## src/rtl/cpu_accel_bridge_pkg.sv

```systemverilog
// cpu_accel_pkg: shared defaults and types for the cpu accelerator bridge.
package cpu_accel_pkg;
  localparam int DATA_WIDTH_DEF = 16;
  localparam int ACCEL_ID_WIDTH_DEF = 4;
  typedef logic [ACCEL_ID_WIDTH_DEF-1:0] accel_id_t;
endpackage

```

## src/rtl/cpu_accel_bridge_if.sv

```systemverilog
// cpu_accel_bridge_if: cpu accelerator port plus per-channel valid/ready streams.
interface cpu_accel_bridge_if
  import cpu_accel_pkg::*;
#(
  parameter int DATA_WIDTH = DATA_WIDTH_DEF,
  parameter int NUM_ACCELS = 4,
  parameter int ACCEL_ID_WIDTH = ACCEL_ID_WIDTH_DEF
);
  logic [ACCEL_ID_WIDTH-1:0] accel_id;
  logic accel_can_read;
  logic accel_can_write;
  logic accel_read_enable;
  logic [DATA_WIDTH-1:0] accel_read_data;
  logic accel_write_enable;
  logic [DATA_WIDTH-1:0] accel_write_data;
  logic [NUM_ACCELS-1:0] cmd_valid;
  logic [NUM_ACCELS*DATA_WIDTH-1:0] cmd_data;
  logic [NUM_ACCELS-1:0] cmd_ready;
  logic [NUM_ACCELS-1:0] res_valid;
  logic [NUM_ACCELS*DATA_WIDTH-1:0] res_data;
  logic [NUM_ACCELS-1:0] res_ready;
  modport master (
    output accel_id, accel_read_enable, accel_write_enable, accel_write_data, cmd_ready, res_valid, res_data,
    input accel_can_read, accel_can_write, accel_read_data, cmd_valid, cmd_data, res_ready
  );
  modport slave (
    input accel_id, accel_read_enable, accel_write_enable, accel_write_data, cmd_ready, res_valid, res_data,
    output accel_can_read, accel_can_write, accel_read_data, cmd_valid, cmd_data, res_ready
  );
endinterface

```

## src/rtl/cpu_accel_bridge_fifo.sv

```systemverilog
// accel_fifo: show-ahead FIFO; flags and head depend only on registered state.
module accel_fifo
  import cpu_accel_pkg::*;
#(
  parameter int DATA_WIDTH = DATA_WIDTH_DEF,
  parameter int DEPTH = 4
) (
  input  logic clk,
  input  logic rst,
  input  logic push,
  input  logic [DATA_WIDTH-1:0] push_data,
  input  logic pop,
  output logic [DATA_WIDTH-1:0] head,
  output logic empty,
  output logic full
);
  localparam int PW = $clog2(DEPTH);
  localparam int CW = PW + 1;
  logic [DATA_WIDTH-1:0] mem_q [DEPTH];
  logic [DATA_WIDTH-1:0] mem_d [DEPTH];
  logic [PW-1:0] rd_q, rd_d, wr_q, wr_d;
  logic [CW-1:0] cnt_q, cnt_d;
  logic do_push, do_pop;
  always_comb begin
    empty = cnt_q == '0;
    full = cnt_q == CW'(DEPTH);
    do_push = push && !full;
    do_pop = pop && !empty;
    head = empty ? '0 : mem_q[rd_q];
    mem_d = mem_q;
    if (do_push) mem_d[wr_q] = push_data;
    wr_d = do_push ? wr_q + 1'b1 : wr_q;
    rd_d = do_pop ? rd_q + 1'b1 : rd_q;
    cnt_d = cnt_q + CW'(do_push) - CW'(do_pop);
  end
  always_ff @(posedge clk) begin
    if (rst) begin
      mem_q <= '{default: '0};
      rd_q <= '0;
      wr_q <= '0;
      cnt_q <= '0;
    end else begin
      mem_q <= mem_d;
      rd_q <= rd_d;
      wr_q <= wr_d;
      cnt_q <= cnt_d;
    end
  end
endmodule

```

## src/rtl/cpu_accel_bridge.sv

```systemverilog
// cpu_accel_bridge: routes cpu accelerator port traffic to per-channel command/result FIFOs.
module cpu_accel_bridge
  import cpu_accel_pkg::*;
#(
  parameter int DATA_WIDTH = DATA_WIDTH_DEF,
  parameter int NUM_ACCELS = 4,
  parameter int ACCEL_ID_WIDTH = ACCEL_ID_WIDTH_DEF,
  parameter int FIFO_DEPTH = 4
) (
  input logic clk,
  input logic rst,
  cpu_accel_bridge_if.slave bus
);
  logic [NUM_ACCELS-1:0] sel, cmd_empty, cmd_full, res_empty, res_full;
  logic [NUM_ACCELS*DATA_WIDTH-1:0] cmd_data;
  logic [DATA_WIDTH-1:0] res_head [NUM_ACCELS];
  genvar i;
  generate
    for (i = 0; i < NUM_ACCELS; i++) begin : g_ch
      // out-of-range ids match no channel, so they gate off both enables
      assign sel[i] = bus.accel_id == ACCEL_ID_WIDTH'(i);
      accel_fifo #(.DATA_WIDTH(DATA_WIDTH), .DEPTH(FIFO_DEPTH)) u_cmd (
        .clk(clk), .rst(rst),
        .push(sel[i] && bus.accel_write_enable), .push_data(bus.accel_write_data),
        .pop(bus.cmd_ready[i]), .head(cmd_data[i*DATA_WIDTH +: DATA_WIDTH]),
        .empty(cmd_empty[i]), .full(cmd_full[i])
      );
      accel_fifo #(.DATA_WIDTH(DATA_WIDTH), .DEPTH(FIFO_DEPTH)) u_res (
        .clk(clk), .rst(rst),
        .push(bus.res_valid[i]), .push_data(bus.res_data[i*DATA_WIDTH +: DATA_WIDTH]),
        .pop(sel[i] && bus.accel_read_enable), .head(res_head[i]),
        .empty(res_empty[i]), .full(res_full[i])
      );
    end
  endgenerate
  always_comb begin
    bus.cmd_valid = ~cmd_empty;
    bus.cmd_data = cmd_data;
    bus.res_ready = ~res_full;
    bus.accel_can_read = |(sel & ~res_empty);
    bus.accel_can_write = |(sel & ~cmd_full);
    bus.accel_read_data = '0;
    for (int k = 0; k < NUM_ACCELS; k++) bus.accel_read_data = bus.accel_read_data | (sel[k] ? res_head[k] : '0);
  end
endmodule

```

## src/flat_wrapper.sv

```systemverilog
// flat-port wrapper written by rule: the top's interface ports become plain ports
module cpu_accel_bridge_flat import cpu_accel_pkg::*;
#(
  parameter int DATA_WIDTH = DATA_WIDTH_DEF,
  parameter int NUM_ACCELS = 4,
  parameter int ACCEL_ID_WIDTH = ACCEL_ID_WIDTH_DEF,
  parameter int FIFO_DEPTH = 4
)
  (clk, rst, bus_accel_id, bus_accel_read_enable, bus_accel_write_enable, bus_accel_write_data, bus_cmd_ready, bus_res_valid, bus_res_data, bus_accel_can_read, bus_accel_can_write, bus_accel_read_data, bus_cmd_valid, bus_cmd_data, bus_res_ready);
  cpu_accel_bridge_if #(.DATA_WIDTH(DATA_WIDTH), .NUM_ACCELS(NUM_ACCELS), .ACCEL_ID_WIDTH(ACCEL_ID_WIDTH)) bus_i ();
  input logic clk;
  input logic rst;
  input wire logic [$bits(bus_i.accel_id)-1:0] bus_accel_id;
  input wire logic [$bits(bus_i.accel_read_enable)-1:0] bus_accel_read_enable;
  input wire logic [$bits(bus_i.accel_write_enable)-1:0] bus_accel_write_enable;
  input wire logic [$bits(bus_i.accel_write_data)-1:0] bus_accel_write_data;
  input wire logic [$bits(bus_i.cmd_ready)-1:0] bus_cmd_ready;
  input wire logic [$bits(bus_i.res_valid)-1:0] bus_res_valid;
  input wire logic [$bits(bus_i.res_data)-1:0] bus_res_data;
  output wire logic [$bits(bus_i.accel_can_read)-1:0] bus_accel_can_read;
  output wire logic [$bits(bus_i.accel_can_write)-1:0] bus_accel_can_write;
  output wire logic [$bits(bus_i.accel_read_data)-1:0] bus_accel_read_data;
  output wire logic [$bits(bus_i.cmd_valid)-1:0] bus_cmd_valid;
  output wire logic [$bits(bus_i.cmd_data)-1:0] bus_cmd_data;
  output wire logic [$bits(bus_i.res_ready)-1:0] bus_res_ready;
  assign bus_i.accel_id = bus_accel_id;
  assign bus_i.accel_read_enable = bus_accel_read_enable;
  assign bus_i.accel_write_enable = bus_accel_write_enable;
  assign bus_i.accel_write_data = bus_accel_write_data;
  assign bus_i.cmd_ready = bus_cmd_ready;
  assign bus_i.res_valid = bus_res_valid;
  assign bus_i.res_data = bus_res_data;
  assign bus_accel_can_read = bus_i.accel_can_read;
  assign bus_accel_can_write = bus_i.accel_can_write;
  assign bus_accel_read_data = bus_i.accel_read_data;
  assign bus_cmd_valid = bus_i.cmd_valid;
  assign bus_cmd_data = bus_i.cmd_data;
  assign bus_res_ready = bus_i.res_ready;
  cpu_accel_bridge #(.DATA_WIDTH(DATA_WIDTH), .NUM_ACCELS(NUM_ACCELS), .ACCEL_ID_WIDTH(ACCEL_ID_WIDTH), .FIFO_DEPTH(FIFO_DEPTH)) u_core (.clk(clk), .rst(rst), .bus(bus_i));
endmodule
```

## config.mk

```make
export PLATFORM = sky130hd
export DESIGN_NAME = cpu_accel_bridge_flat
export DESIGN_NICKNAME = d
export VERILOG_FILES = /design/src/rtl/cpu_accel_bridge_pkg.sv /design/src/rtl/cpu_accel_bridge_if.sv /design/src/rtl/cpu_accel_bridge_fifo.sv /design/src/rtl/cpu_accel_bridge.sv /design/src/flat_wrapper.sv
export SDC_FILE = /design/constraint.sdc
export NUM_CORES = 1
export LEC_CHECK = 0
export ABC_CLOCK_PERIOD_IN_PS = 3800
export BUFFER_PORTS_ARGS = -buffer_cell sky130_fd_sc_hd__buf_2
export CAP_MARGIN = 20
export CORE_UTILIZATION = 30
export DETAILED_ROUTE_END_ITERATION = 8
export PLACE_DENSITY = 0.54
export SLEW_MARGIN = 20
export SYNTH_ARGS = -nofsm -noshare
export SYNTH_HDL_FRONTEND = slang
export SYNTH_SLANG_ARGS = --single-unit
```

## constraint.sdc

```tcl
create_clock -name clk -period 3.8 [get_ports clk]
set_input_delay 0.76 -clock clk [delete_from_list [all_inputs] [get_ports clk]]
set_output_delay 0.76 -clock clk [all_outputs]
set_load 0.01 [all_outputs]
```

; Yosys cells after proc, flatten, opt, wreduce, memory -nomap -nowiden
; Index checks and enable logic that the tools add are counted.
[totals]
reg_bits = 568
input_bits = 96
out_inout_bits = 90
word_cells = 267
[op_classes]
add_sub_neg = 32
magnitude_cmp = 24
eq_ne = 11
n_mux = 60
n_bitwise = 25
reduce_logical = 59
[op_table]
columns = op, count
row1 = two-way mux 16 bit, 36
row2 = bitwise mux 64 bit, 8
row3 = binary-select mux 16 bit (select 2 bit), 8
row4 = demux 16 bit (select 2 bit), 8
row5 = "greater-or-equal comparator 3 bit, second input constant", 16
row6 = NOT 2 -> 3 bit, 16
row7 = OR 16 bit, 3
row8 = "adder 2 x 1 -> 2 bit, second input constant", 16
row9 = logical AND 1 bit, 32
row10 = adder 3 x 1 -> 3 bit, 8
row11 = "== test 3 bit, second input constant", 8
row12 = zero test 3 bit, 8
row13 = "less-than comparator 3 x 1 -> 1 bit, second input constant", 8
row14 = subtractor 3 x 1 -> 3 bit, 8
row15 = zero test 1 bit, 16
row16 = NOT 4 bit, 4
row17 = AND 4 bit, 2
row18 = "== test 4 x 2 -> 1 bit, second input constant", 2
row19 = OR reduction 4 bit, 2
row20 = "== test 4 x 1 -> 1 bit, second input constant", 1
row21 = zero test 4 bit, 1

; Logic depth before layout (Yosys ltp)
; Gate-level depths: netlist of the first run.
[depth]
word_depth = 9
depth_mapped = 12
mapped_depth_nobuf = 11

; By module
; Synthesis of the first run repeated with hierarchy kept, for this count alone.
[unflattened]
hier_cells = 2549
hier_area_um2 = 28328.4
[modules_own_cells]
columns = module, n_inst, cells_per_inst, area_each_um2, seq_area_each_um2
row1 = accel_fifo (u_core.g_ch[0].u_cmd ...), 7, 308, 3459.6, 1421.4
row2 = accel_fifo (u_core.g_ch[3].u_res), 1, 308, 3449.6, 1421.4
row3 = cpu_accel_bridge, 1, 85, 661.9, 0.0

; Worst setup path before layout of the first run
; Ideal clock, no wire load.
[synth_timing]
path_type = input port to flip-flop
start = input port bus_accel_write_enable
end = register u_core.g_ch[2].u_cmd.cnt_q[2]
setup_ps = 78
arrival_time_ps = 2894
t_required_ps = 3722
setup_slack_ps = 828
cell_stages = 12
n_path_buf = 2
cell_sequence = clkbuf_1 -> buf_2 -> and3_1 -> inv_1 -> ha_1 -> inv_1 -> ha_1 -> inv_1 -> fa_1 -> xor2_1 -> and2_1 -> nor3_1
[synth_between]
elab_chain_len = 4
[synth_lines]
columns = item, line_no
row1 = from (decl), flat_wrapper.sv:15  ; input wire logic [$bits(bus_i.accel_write_enable)-1:0] bus_accel_write_enable;
row2 = logical AND 1 bit, cpu_accel_bridge.sv:24  ; .push(sel[i] && bus.accel_write_enable), .push_data(bus.accel_write_data),
row3 = logical AND 1 bit, cpu_accel_bridge_fifo.sv:27  ; do_push = push && !full;
row4 = adder 3 x 1 -> 3 bit, cpu_accel_bridge_fifo.sv:34  ; cnt_d = cnt_q + CW'(do_push) - CW'(do_pop);
row5 = subtractor 3 x 1 -> 3 bit, cpu_accel_bridge_fifo.sv:34
row6 = to (signal assigned), cpu_accel_bridge_fifo.sv:46  ; cnt_q <= cnt_d;
row7 = to (decl), cpu_accel_bridge_fifo.sv:22  ; logic [CW-1:0] cnt_q, cnt_d;
; Every way passes these cells.
; A chain may end at the register's enable or synchronous reset.

; Final worst setup path of the first run
[layout_timing]
start = register u_core.g_ch[3].u_res.rd_q[1]
end = output port bus_accel_read_data[1]
[layout_between]
elab_chain_len = 7
[layout_lines]
columns = item, line_no
row1 = from (decl), cpu_accel_bridge_fifo.sv:21  ; logic [PW-1:0] rd_q, rd_d, wr_q, wr_d;
row2 = from (signal assigned), cpu_accel_bridge_fifo.sv:44  ; rd_q <= rd_d;
row3 = NOT 2 -> 3 bit (implied by the code), cpu_accel_bridge_fifo.sv:29  ; head = empty ? '0 : mem_q[rd_q];
row4 = binary-select mux 16 bit (select 2 bit), cpu_accel_bridge_fifo.sv:29
row5 = two-way mux 16 bit (implied by the code) (2 in series), cpu_accel_bridge_fifo.sv:29
row6 = two-way mux 16 bit, cpu_accel_bridge_fifo.sv:29
row7 = two-way mux 16 bit, cpu_accel_bridge.sv:43  ; for (int k = 0; k < NUM_ACCELS; k++) bus.accel_read_data = bus.accel_read_data | (sel[k] ? res_head[k] : '0);
row8 = OR 16 bit, cpu_accel_bridge.sv:43
row9 = to (decl), flat_wrapper.sv:22  ; output wire logic [$bits(bus_i.accel_read_data)-1:0] bus_accel_read_data;
; Every way passes these cells. The select of a mux whose other input is x is not followed.

==> results of run 1 <==
## cell type report
class,count,share of cell area
antenna,5,0.000392
timing repair buffer,262,0.0490
clock buffer,99,0.0614
clock inverter,19,0.00741
tap,1243,0.0487
multi-input combinational,1824,0.469
inverter,67,0.00788
sequential,568,0.356
## logic make-up after synthesis
kind of cell / synth area share
compound gates: 0.123
xor+xnor: 0.00565
fa+ha+maj: 0.0273
buf+inv: 0.0578
flops: 0.407
mux: 0.200
simple gates: 0.179
## Yosys cell counts (5+ instances only)
cell      number  area share
ha_1          48       0.022
and3_1         5      0.0011
nand3_1       75       0.013
nor3_1        10      0.0018
mux2i_1      256       0.092
nand2_1        6     0.00081
and2_1         6      0.0013
nor2_1        38      0.0051
xor2_1        14      0.0044
fa_1           8      0.0057
buf_4         15      0.0040
inv_1         63      0.0085
mux2_2        12      0.0048
buf_1         48      0.0065
nor2b_1       82       0.018
o21ai_0        8      0.0014
nand4_1      280       0.063
buf_2         21      0.0038
nand4_2       15      0.0067
mux4_2       128        0.10
a21oi_1      268       0.048
nand2b_1     272       0.061
dfxtp_1      568        0.41
clkbuf_1     254       0.034
o31ai_1      260       0.070
## per-stage QoR
stage | power, mW | util | setup slack (ps) | cell area, sq um | std cells
global placement | 10.3 | 0.323 | 614 | 29700 | 3964
detailed placement | 10.2 | 0.323 | 626 | 29700 | 3964
floorplan | 9.08 | - | 828 | 27900 | 2798
global route | 17.4 | 0.347 | 476 | 31900 | 4085
CTS | 16.8 | 0.347 | 521 | 31900 | 4082
finish | 16.6 | 0.347 | 547 | 31900 | 4087
## worst max-delay path: stages (launching register included)
cell,delay (ps)
dfxtp_1,760
buf_4,310
mux4_2,390
nand3_1,120
nand4_1,130
buf_2,160
## flip-flops by register name (all words and copies together) (netlist names)
| register | count |
|---|---|
| u_core.g_ch.u_cmd.wr_q | 8 |
| u_core.g_ch.u_res.cnt_q | 12 |
| u_core.g_ch.u_res.mem_q | 256 |
| u_core.g_ch.u_cmd.rd_q | 8 |
| u_core.g_ch.u_res.wr_q | 8 |
| u_core.g_ch.u_cmd.mem_q | 256 |
| u_core.g_ch.u_cmd.cnt_q | 12 |
| u_core.g_ch.u_res.rd_q | 8 |
## metal layers
metal,global-route usage,share of wire,vias up,wire (microns)
met1,0.237,0.45,10800,38300
met2,0.292,0.48,607,40900
met3,0.0305,0.049,131,4210
li1,-,-,10300,-
met5,0,0.00064,-,55
met4,0.0582,0.027,8,2350
## report_power, final
group          switching, mW  internal [mW]  leakage [nW]
Clock                   2.65           3.86          1.09
Combinational           2.46           1.10          6.97
Sequential             0.292           6.28          4.60
## final timing paths
kind                                                        to  slack [ps]  cells after the start
worst min register to register  u_core.g_ch[1].u_res.mem_q[31]         460                      2
worst max-delay path                    bus_accel_read_data[1]         550                      5
worst max register to register   u_core.g_ch[2].u_res.cnt_q[2]        1030                     10
worst min-delay path            u_core.g_ch[3].u_res.mem_q[29]         420                      3
==> reports/results.ini, run 1 <==
[sta]
period_minus_slack_ps = 3250
fin_setup_tns_ps = 0
tightest_slew_ps = 1020
finClkSkew_ps = 23.9
setup-violations-final = 0
fmax_ghz = 0.307
layout_worst_path_cycle_share = 0.856
rsz0062_at_grt = false
drv_slew = 0
hold_viol = 0
hold_slack_ps = 422
slew_headroom = 0.317

[job]
maxCapViolations = 0

[routing]
drc = 0
dr.pass1.iters = 7
avgRoutedWirePerCell_microns = 21.0
drtIter0Drc = 1949
via_count = 21900
drtAntennaViolNets = 0
via_per_inst = 5.36
drt-total-wl_mm = 85.8

[global_routing]
grt_pass1_vias = 21500
grtUsageTotal = 0.178
gr-total-overflow = 0
grt_start_max_net_pins = 173
antenna_found_initial = 12
grt_pass1_wl_mm = 133

[finish]
final_cell_mix = dfxtp_1, nand4_1, nand2b_1
nets = 2942
final_common_cell = dfxtp_1
num-fill-cells = 9419
drive_gt1_frac = 0.191
multi_input_area_sq_um = 15000
seqCellArea_sq_um = 11400
syn_to_final_growth_pct = 14.3

[cts]
clockBufferDepth = 3
cts_buffers = 67
clkSinkCount = 568
insertion_delay_ps = 610
clk_pin_slew_ps = 70
clockRootBuffer = clkbuf_16
cts_hold_buf = 0
htreeDepth = 3
cts_tree = built
post-cts-setup-buffer-count = 0
cts.repair.resized = 0

[critical_path]
critPathMaxFanout = 12
cp.arrival_ps = 2490
worstPathRequired_ps = 3040
worstSetupEndpointType = primary output
start_kind = flip-flop
critPathKind = reg2out
cp-startpoint = u_core.g_ch[3].u_res.rd_q[1]
r2r-start = u_core.g_ch[2].u_res.cnt_q[1]

[yosys]
synth_edf_count = 0
syn_area_sq_um = 27900
synthCells = 2798
syn_nets = 2950
synth.distinct_cells = 38
synth-seq-area-share = 0.407
ys_ff_latch = 568
ys_warn_count = 0
synth_top_flop_cell = dfxtp_1
synthArstFlopShare = 0
synth.avg_cell_area_sq_um = 9.98

[die]
boundaryPins = 186
num_rows = 111
die_height_microns = 307
core_sq_um = 91900
die_w_microns = 307
dieArea_sq_um = 94300
start_util = 0.304

[placed_design]
hpwl_mm = 51.3
place.port_buffers = 185
globalplace.congestion = 0.792

[status]
outcome = completed

[power]
powerDensity_nw_per_um2 = 521
p_leak_nw = 12.7
ir_worst_vdd_mv = 0.353

[hold_path]
holdCritStartpoint = bus_res_data[61]
hp-class = in2reg

Power figures use the tool's default switching activity.
==> inputs of run 2 (changes only) <==
SYNTH_HIERARCHICAL = 1   (was not set)
==> run 2 against run 1 <==
Effect of this change: total power up 0.18%; sequential power rose by 3%; via count is 17% lower; register-to-register slack improved by 110 ps; routed wire length decreased by 14%; clock skew down 11 ps; critical path type unchanged; combinational power fell by 11%; utilization barely moved; highest routed layer unchanged; clock power is 4.0% higher; synthesized cell count is 8.9% lower; cell count shrank 2.7%.
==> reports/results.ini, run 2 <==
[status]
outcome = completed

[power]
p_leak_nw = 14.1  ; +12%
power_mw = 16.7  ; +0.18%
powerDensity_nw_per_um2 = 514  ; -1.5%
ir_worst_vdd_mv = 0.317  ; -10%

[critical_path]
reg2reg_slack_ps = 1140  ; +110 ps
cp.arrival_ps = 2820  ; +330 ps
start_kind = flip-flop
crit_slowest_cell = mux4_2
worstPathCellList = buf_4, mux4_2, nor2b_1, mux2i_1, o22ai_1, buf_2
critPathMaxFanout = 14  ; +2
worstPathRequired_ps = 3040  ; about the same
worstSetupEndpointType = primary output
critPathKind = reg2out
slowest_delay_ps = 610  ; -150 ps

[routing]
drc = 0  ; unchanged
drtAntennaViolNets = 0  ; unchanged
drtIter0Drc = 1008  ; -48%
via_count = 18200  ; -17%
drt-total-wl_mm = 73.5  ; -14%
avgRoutedWirePerCell_microns = 18.5  ; -12%
dr.pass1.iters = 5  ; -2
via_per_inst = 4.58  ; -15%

[finish]
nets = 2824  ; -4.0%
final_util = 0.347  ; about the same
final_cell_mix = nand2b_1, dfxtp_1, mux2i_1
top_regs = u_core/g_ch.u_cmd/mem_q (256), u_core/g_ch.u_res/mem_q (256)
drive_gt1_frac = 0.194  ; +0.00299
num-fill-cells = 9389  ; -0.32%
antennaDiodeCount = 0  ; -5
syn_to_final_growth_pct = 14.6
final_cells = 3977  ; -2.7%
design_area_sq_um = 32500  ; +1.7%
final_common_cell = nand2b_1

[global_routing]
grt_pass1_vias = 18600  ; -13%
met2_usage = 0.255  ; -0.0369
grt_pass1_wl_mm = 112  ; -15%
grtUsageTotal = 0.153  ; -0.0246
grt_busiest_layer = met2
antenna_found_initial = 7  ; -5
gr-total-overflow = 0  ; unchanged
met1_usage = 0.204  ; -0.0321
grt_start_max_net_pins = 129  ; -25%
grt_use_met3 = 0.0262  ; -0.00430

[die]
boundaryPins = 186  ; unchanged
dieArea_sq_um = 95700  ; +1.5%
die_w_microns = 309  ; +0.74%
die_height_microns = 309  ; +0.74%
core_sq_um = 93500  ; +1.7%
start_util = 0.303  ; -0.000495
num_rows = 112  ; +0.90%

[hold_path]
hp-class = reg2reg

[yosys]
ys_warn_count = 6  ; +6
synth_xor_area_frac = 0.00742  ; +0.00177
ys_ff_latch = 568  ; unchanged
synth_commonest_cells = nand2b_1, dfxtp_1, mux2i_1
synth_top_area_share = 0.401  ; -0.00601
synthCells = 2549  ; -8.9%
synthAdderAreaFrac = 0.0269  ; -0.000402
syn_area_sq_um = 28300  ; +1.5%
synth.distinct_cells = 37  ; -2.6%
synth_top_flop_cell = dfxtp_1
synth_top_family_by_area = multiplexers
synth.avg_cell_area_sq_um = 11.1  ; +11%
synth_area_leaders = dfxtp_1, mux2i_1, nand2b_1
syn_nets = 2701  ; -8.4%
synth-simple-area-share = 0.204  ; +0.0254
yosysMostFrequentCell = nand2b_1
synthArstFlopShare = 0  ; unchanged
synth_top_area_cell = dfxtp_1
synth-compound-area-share = 0.0113  ; -0.112
synth_mux_area_frac = 0.299  ; +0.0989
synth_edf_count = 0  ; unchanged
synth-seq-area-share = 0.401  ; -0.00601

[cts]
cts_tree = built
cts_buffers = 67  ; unchanged
clk_pin_slew_ps = 60  ; about the same
clockBufferDepth = 3  ; unchanged
insertion_delay_ps = 610  ; about the same
htreeDepth = 3  ; unchanged
clkSinkCount = 568  ; unchanged
cts_hold_buf = 0  ; unchanged
cts.repair.resized = 0  ; unchanged
clockRootBuffer = clkbuf_16
post-cts-setup-buffer-count = 0  ; unchanged

[job]
maxCapViolations = 0  ; unchanged

[sta]
slew_headroom = 0.375  ; +0.0580
hold_slack_ps = 469  ; +47.4 ps
drv_slew = 0  ; unchanged
finalWorstSetupSlack_ps = 220  ; -327 ps
setup-violations-final = 0  ; unchanged
fin_setup_tns_ps = 0  ; unchanged
period_minus_slack_ps = 3580  ; +327 ps
fmax_ghz = 0.279  ; -9.1%
finClkSkew_ps = 13.3  ; -10.6 ps
rsz0062_at_grt = false
tightest_slew_ps = 932  ; -90.7 ps
hold_viol = 0  ; unchanged
layout_worst_path_cycle_share = 0.942  ; +0.0861

[placed_design]
dpl_cell_area_sq_um = 30100  ; +1.5%
hpwl_mm = 49.2  ; -3.9%
globalplace.congestion = 0.794  ; +0.20%
place.port_buffers = 185  ; unchanged
dp.cells = 3857  ; -2.7%
dpl_worst_slack_ps = 445  ; -180 ps

-- run 2: power by group --
part	leakage (nW)	switching (mW)	internal (mW)	total (mW)
combinational	8.39	1.79	1.37	3.16
sequential	4.60	0.403	6.34	6.74
clock	1.13	2.62	4.15	6.77
total	14.1	4.81	11.9	16.7
-- run 2: final timing paths --
check / startpoint / end / cells after the start
max reg2reg: u_core/g_ch[0].u_res/cnt_q[2] / u_core/g_ch[0].u_res/cnt_q[2] / 10
max: u_core/g_ch[1].u_res/rd_q[1] / bus_accel_read_data[5] / 6
min: u_core/g_ch[0].u_res/mem_q[16] / u_core/g_ch[0].u_res/mem_q[16] / 2
min reg2reg: u_core/g_ch[0].u_res/mem_q[16] / u_core/g_ch[0].u_res/mem_q[16] / 2
-- run 2: cell type report --
class,count,area (sq um),area share
Multi-Input combinational cell,1732,15600,0.480
Tap cell,1254,1570,0.0483
Inverter,72,270,0.00833
Clock buffer,92,1910,0.0589
Clock inverter,28,405,0.0125
Timing Repair Buffer,231,1340,0.0414
Sequential cell,568,11400,0.350
-- run 2: logic make-up (layout without fill, tap and decap cells) --
family,after synthesis,in the layout
AND/OR/NAND/NOR,918,918
multiplexers,684,684
flip-flops,568,568
buffers and inverters,249,423
adder cells (fa/ha/maj),56,56
AO/OA/AOI/OAI,50,50
XOR/XNOR,24,24
-- run 2: per-layer routing --
| metal | vias to the layer above | routed length [microns] |
|---|---|---|
| li1 | 8927 | - |
| met1 | 8870 | 34600 |
| met2 | 303 | 34800 |
| met3 | 105 | 2590 |
| met4 | 10 | 1500 |
| met5 | - | 60 |
-- run 2: worst max-delay path: cells and delay by family, from the launching register on --
kind | cells | cell delay (ps)
mux | 2 | 910
buf+inv | 2 | 530
flops | 1 | 460
simple gates | 1 | 160
compound gates | 1 | 160
==> inputs of run 3 (changes only) <==
CORE_MARGIN = 5   (was not set)
CORE_UTILIZATION = 61   (was 30)
PLACE_DENSITY = 0.89   (was 0.54)
==> run 3 against run 2 <==
Effect of this change: combinational power is 3% lower; clock-buffer cell count is 5 lower; critical path depth stayed put; critical path type unchanged; largest cell class unchanged; largest power group is now sequential cells.
==> reports/results.ini, run 3 (synthesized netlist as in run 2, its figures left out) <==
[cts]
clockRootBuffer = clkbuf_16
post-cts-setup-buffer-count = 0  ; unchanged
clkSinkCount = 568  ; unchanged
cts_hold_buf = 0  ; unchanged
cts.repair.resized = 0  ; unchanged
cts_tree = built
cts_buffers = 58  ; -13%
clk_pin_slew_ps = 60  ; about the same
insertion_delay_ps = 610  ; about the same
htreeDepth = 2  ; -1
clockBufferDepth = 3  ; unchanged

[finish]
num-fill-cells = 3346  ; -64%
final_util = 0.674  ; +0.326
antennaDiodeCount = 0  ; unchanged
design_area_sq_um = 31200  ; -4.0%
final_cell_mix = nand2b_1, dfxtp_1, mux2i_1
top_regs = u_core/g_ch.u_cmd/mem_q (256), u_core/g_ch.u_res/mem_q (256)
nets = 2805  ; -0.67%
final_common_cell = nand2b_1
syn_to_final_growth_pct = 10.0
multi_input_area_sq_um = 15600  ; unchanged
drive_gt1_frac = 0.184  ; -0.0101
seqCellArea_sq_um = 11400  ; unchanged

[sta]
setup-violations-final = 0  ; unchanged
fmax_ghz = 0.280  ; +0.23%
fin_setup_tns_ps = 0  ; unchanged
hold_viol = 0  ; unchanged
period_minus_slack_ps = 3570  ; -8.15 ps
slew_headroom = 0.380  ; +0.00551
finClkSkew_ps = 19.7  ; +6.42 ps
rsz0062_at_grt = false
layout_worst_path_cycle_share = 0.940  ; -0.00215
drv_slew = 0  ; unchanged
tightest_slew_ps = 924  ; -8.22 ps

[critical_path]
slowest_delay_ps = 550  ; -60 ps
r2r-start = u_core/g_ch[1].u_res/cnt_q[2]
cp_num_buf_inv = 2  ; unchanged
worstPathRequired_ps = 3040  ; about the same
cp.arrival_ps = 2810  ; about the same
worstReg2RegEnd = u_core/g_ch[1].u_res/cnt_q[2]
worstPathCellList = buf_4, mux4_2, nor2b_1, mux2i_1, o22ai_1, buf_2
reg2reg_slack_ps = 1160  ; +20 ps
critPathMaxFanout = 14  ; unchanged
worstSetupEndpointType = primary output
reg2reg_depth = 10  ; unchanged
critPathKind = reg2out
start_kind = flip-flop
crit_family = multiplexers
crit_slowest_cell = mux4_2

[routing]
via_count = 18800  ; +3.3%
drc = 0  ; unchanged
avgRoutedWirePerCell_microns = 19.8  ; +7.2%
drtIter0Drc = 1356  ; +35%
dr.pass1.iters = 5  ; unchanged
drtAntennaViolNets = 0  ; unchanged
via_per_inst = 5.69  ; +24%
drt-total-wl_mm = 65.5  ; -11%

[job]
maxCapViolations = 0  ; unchanged

[die]
dieArea_sq_um = 50900  ; -47%
num_rows = 79  ; -29%
die_height_microns = 226  ; -27%
die_w_microns = 226  ; -27%
core_sq_um = 46300  ; -51%
start_util = 0.612  ; +0.309
boundaryPins = 186  ; unchanged

[global_routing]
gr-total-overflow = 0  ; unchanged
grt_pass1_wl_mm = 105  ; -6.3%
antenna_found_initial = 3  ; -4
grtUsageTotal = 0.255  ; +0.102
grt_start_max_net_pins = 169  ; +31%
grt_pass1_vias = 20200  ; +8.5%

[power]
ir_worst_vdd_mv = 0.428  ; +35%
swShare = 0.286  ; -0.00263
combPwrFrac = 0.196  ; +0.007
powerDensity_nw_per_um2 = 499  ; -2.8%
p_sw_mw = 4.45  ; -7.5%
p_leak_nw = 13.9  ; -1.7%
power_frac_seq = 0.433  ; +0.028
clock_power_share = 0.371  ; -0.035
power_mw = 15.6  ; -6.6%
p_int_mw = 11.1  ; -6.3%

[placed_design]
globalplace.congestion = 0.833  ; +5.0%
dpl_cell_area_sq_um = 29200  ; -3.0%
hpwl_mm = 44.2  ; -10%
place.port_buffers = 185  ; unchanged

[hold_path]
hp-class = reg2reg
whs_path_depth = 2  ; unchanged
holdCritStartpoint = u_core/g_ch[0].u_cmd/mem_q[28]
whs_endpoint = u_core/g_ch[0].u_cmd/mem_q[28]

[status]
outcome = completed

run 3: cell count changes in the layout (fill, tap and decap cells not counted), sizes merged:
| cell | delta |
|---|---|
| buf | -10 |
| bufinv | -3 |
| clkbuf | -5 |
| clkinvlp | -3 |
| inv | -3 |
run 3: per-stage QoR:
step | std cells | hold slack [ps] | worst slack [ps]
2_1_floorplan | 2549 | 446 | 694
3_3_place_gp | 3200 | 455 | 594
3_5_place_dp | 3200 | 461 | 543
4_1_cts | 3306 | 455 | 238
5_1_grt | 3306 | 493 | 113
6_report | 3306 | 471 | 228
run 3: how the worst max path moves through the flow:
stage	to	slack, ps	from	cells after the start
2_1_floorplan	u_core/g_ch[3].u_cmd/cnt_q[2]	690	bus_accel_id[3]	13
3_3_place_gp	u_core/g_ch[2].u_cmd/cnt_q[2]	590	bus_accel_id[3]	12
3_5_place_dp	u_core/g_ch[2].u_cmd/cnt_q[2]	540	bus_accel_id[3]	12
4_1_cts	bus_accel_read_data[3]	240	u_core/g_ch[1].u_res/rd_q[1]	6
5_1_grt	bus_accel_read_data[11]	110	u_core/g_ch[1].u_res/rd_q[1]	6
6_report	bus_accel_read_data[3]	230	u_core/g_ch[1].u_res/rd_q[1]	6
run 3: layer usage:
metal	global-route usage	up-vias	part of all wire
li1	-	8879	-
met1	0.313	9216	0.40
met2	0.450	560	0.51
met3	0.0434	162	0.059
met4	0.0988	4	0.039
met5	0	-	0.00037
run 3: layout make-up:
type                            count  share of cell area
Clock buffer                       87              0.0533
Sequential cell                   568               0.365
Multi-Input combinational cell   1732               0.500
Tap cell                          607              0.0244
Clock inverter                     19             0.00843
Timing Repair Buffer              221              0.0403
Inverter                           72             0.00867
run 3: worst min-delay path, cell delays in order (launching register included):
cell      delay [ps]
dfxtp_1          310
nand2b_1          60
mux2i_1           50
run 3: power by group through the flow:
stage / sequential (mW) / clock, mW / combinational, mW
floorplan: 6.64 / 0 / 2.39
global route: 6.79 / 6.14 / 3.30
CTS: 6.73 / 5.85 / 3.06
detailed placement: 6.86 / 0 / 3.04
finish: 6.73 / 5.77 / 3.05
global placement: 6.82 / 0 / 2.92
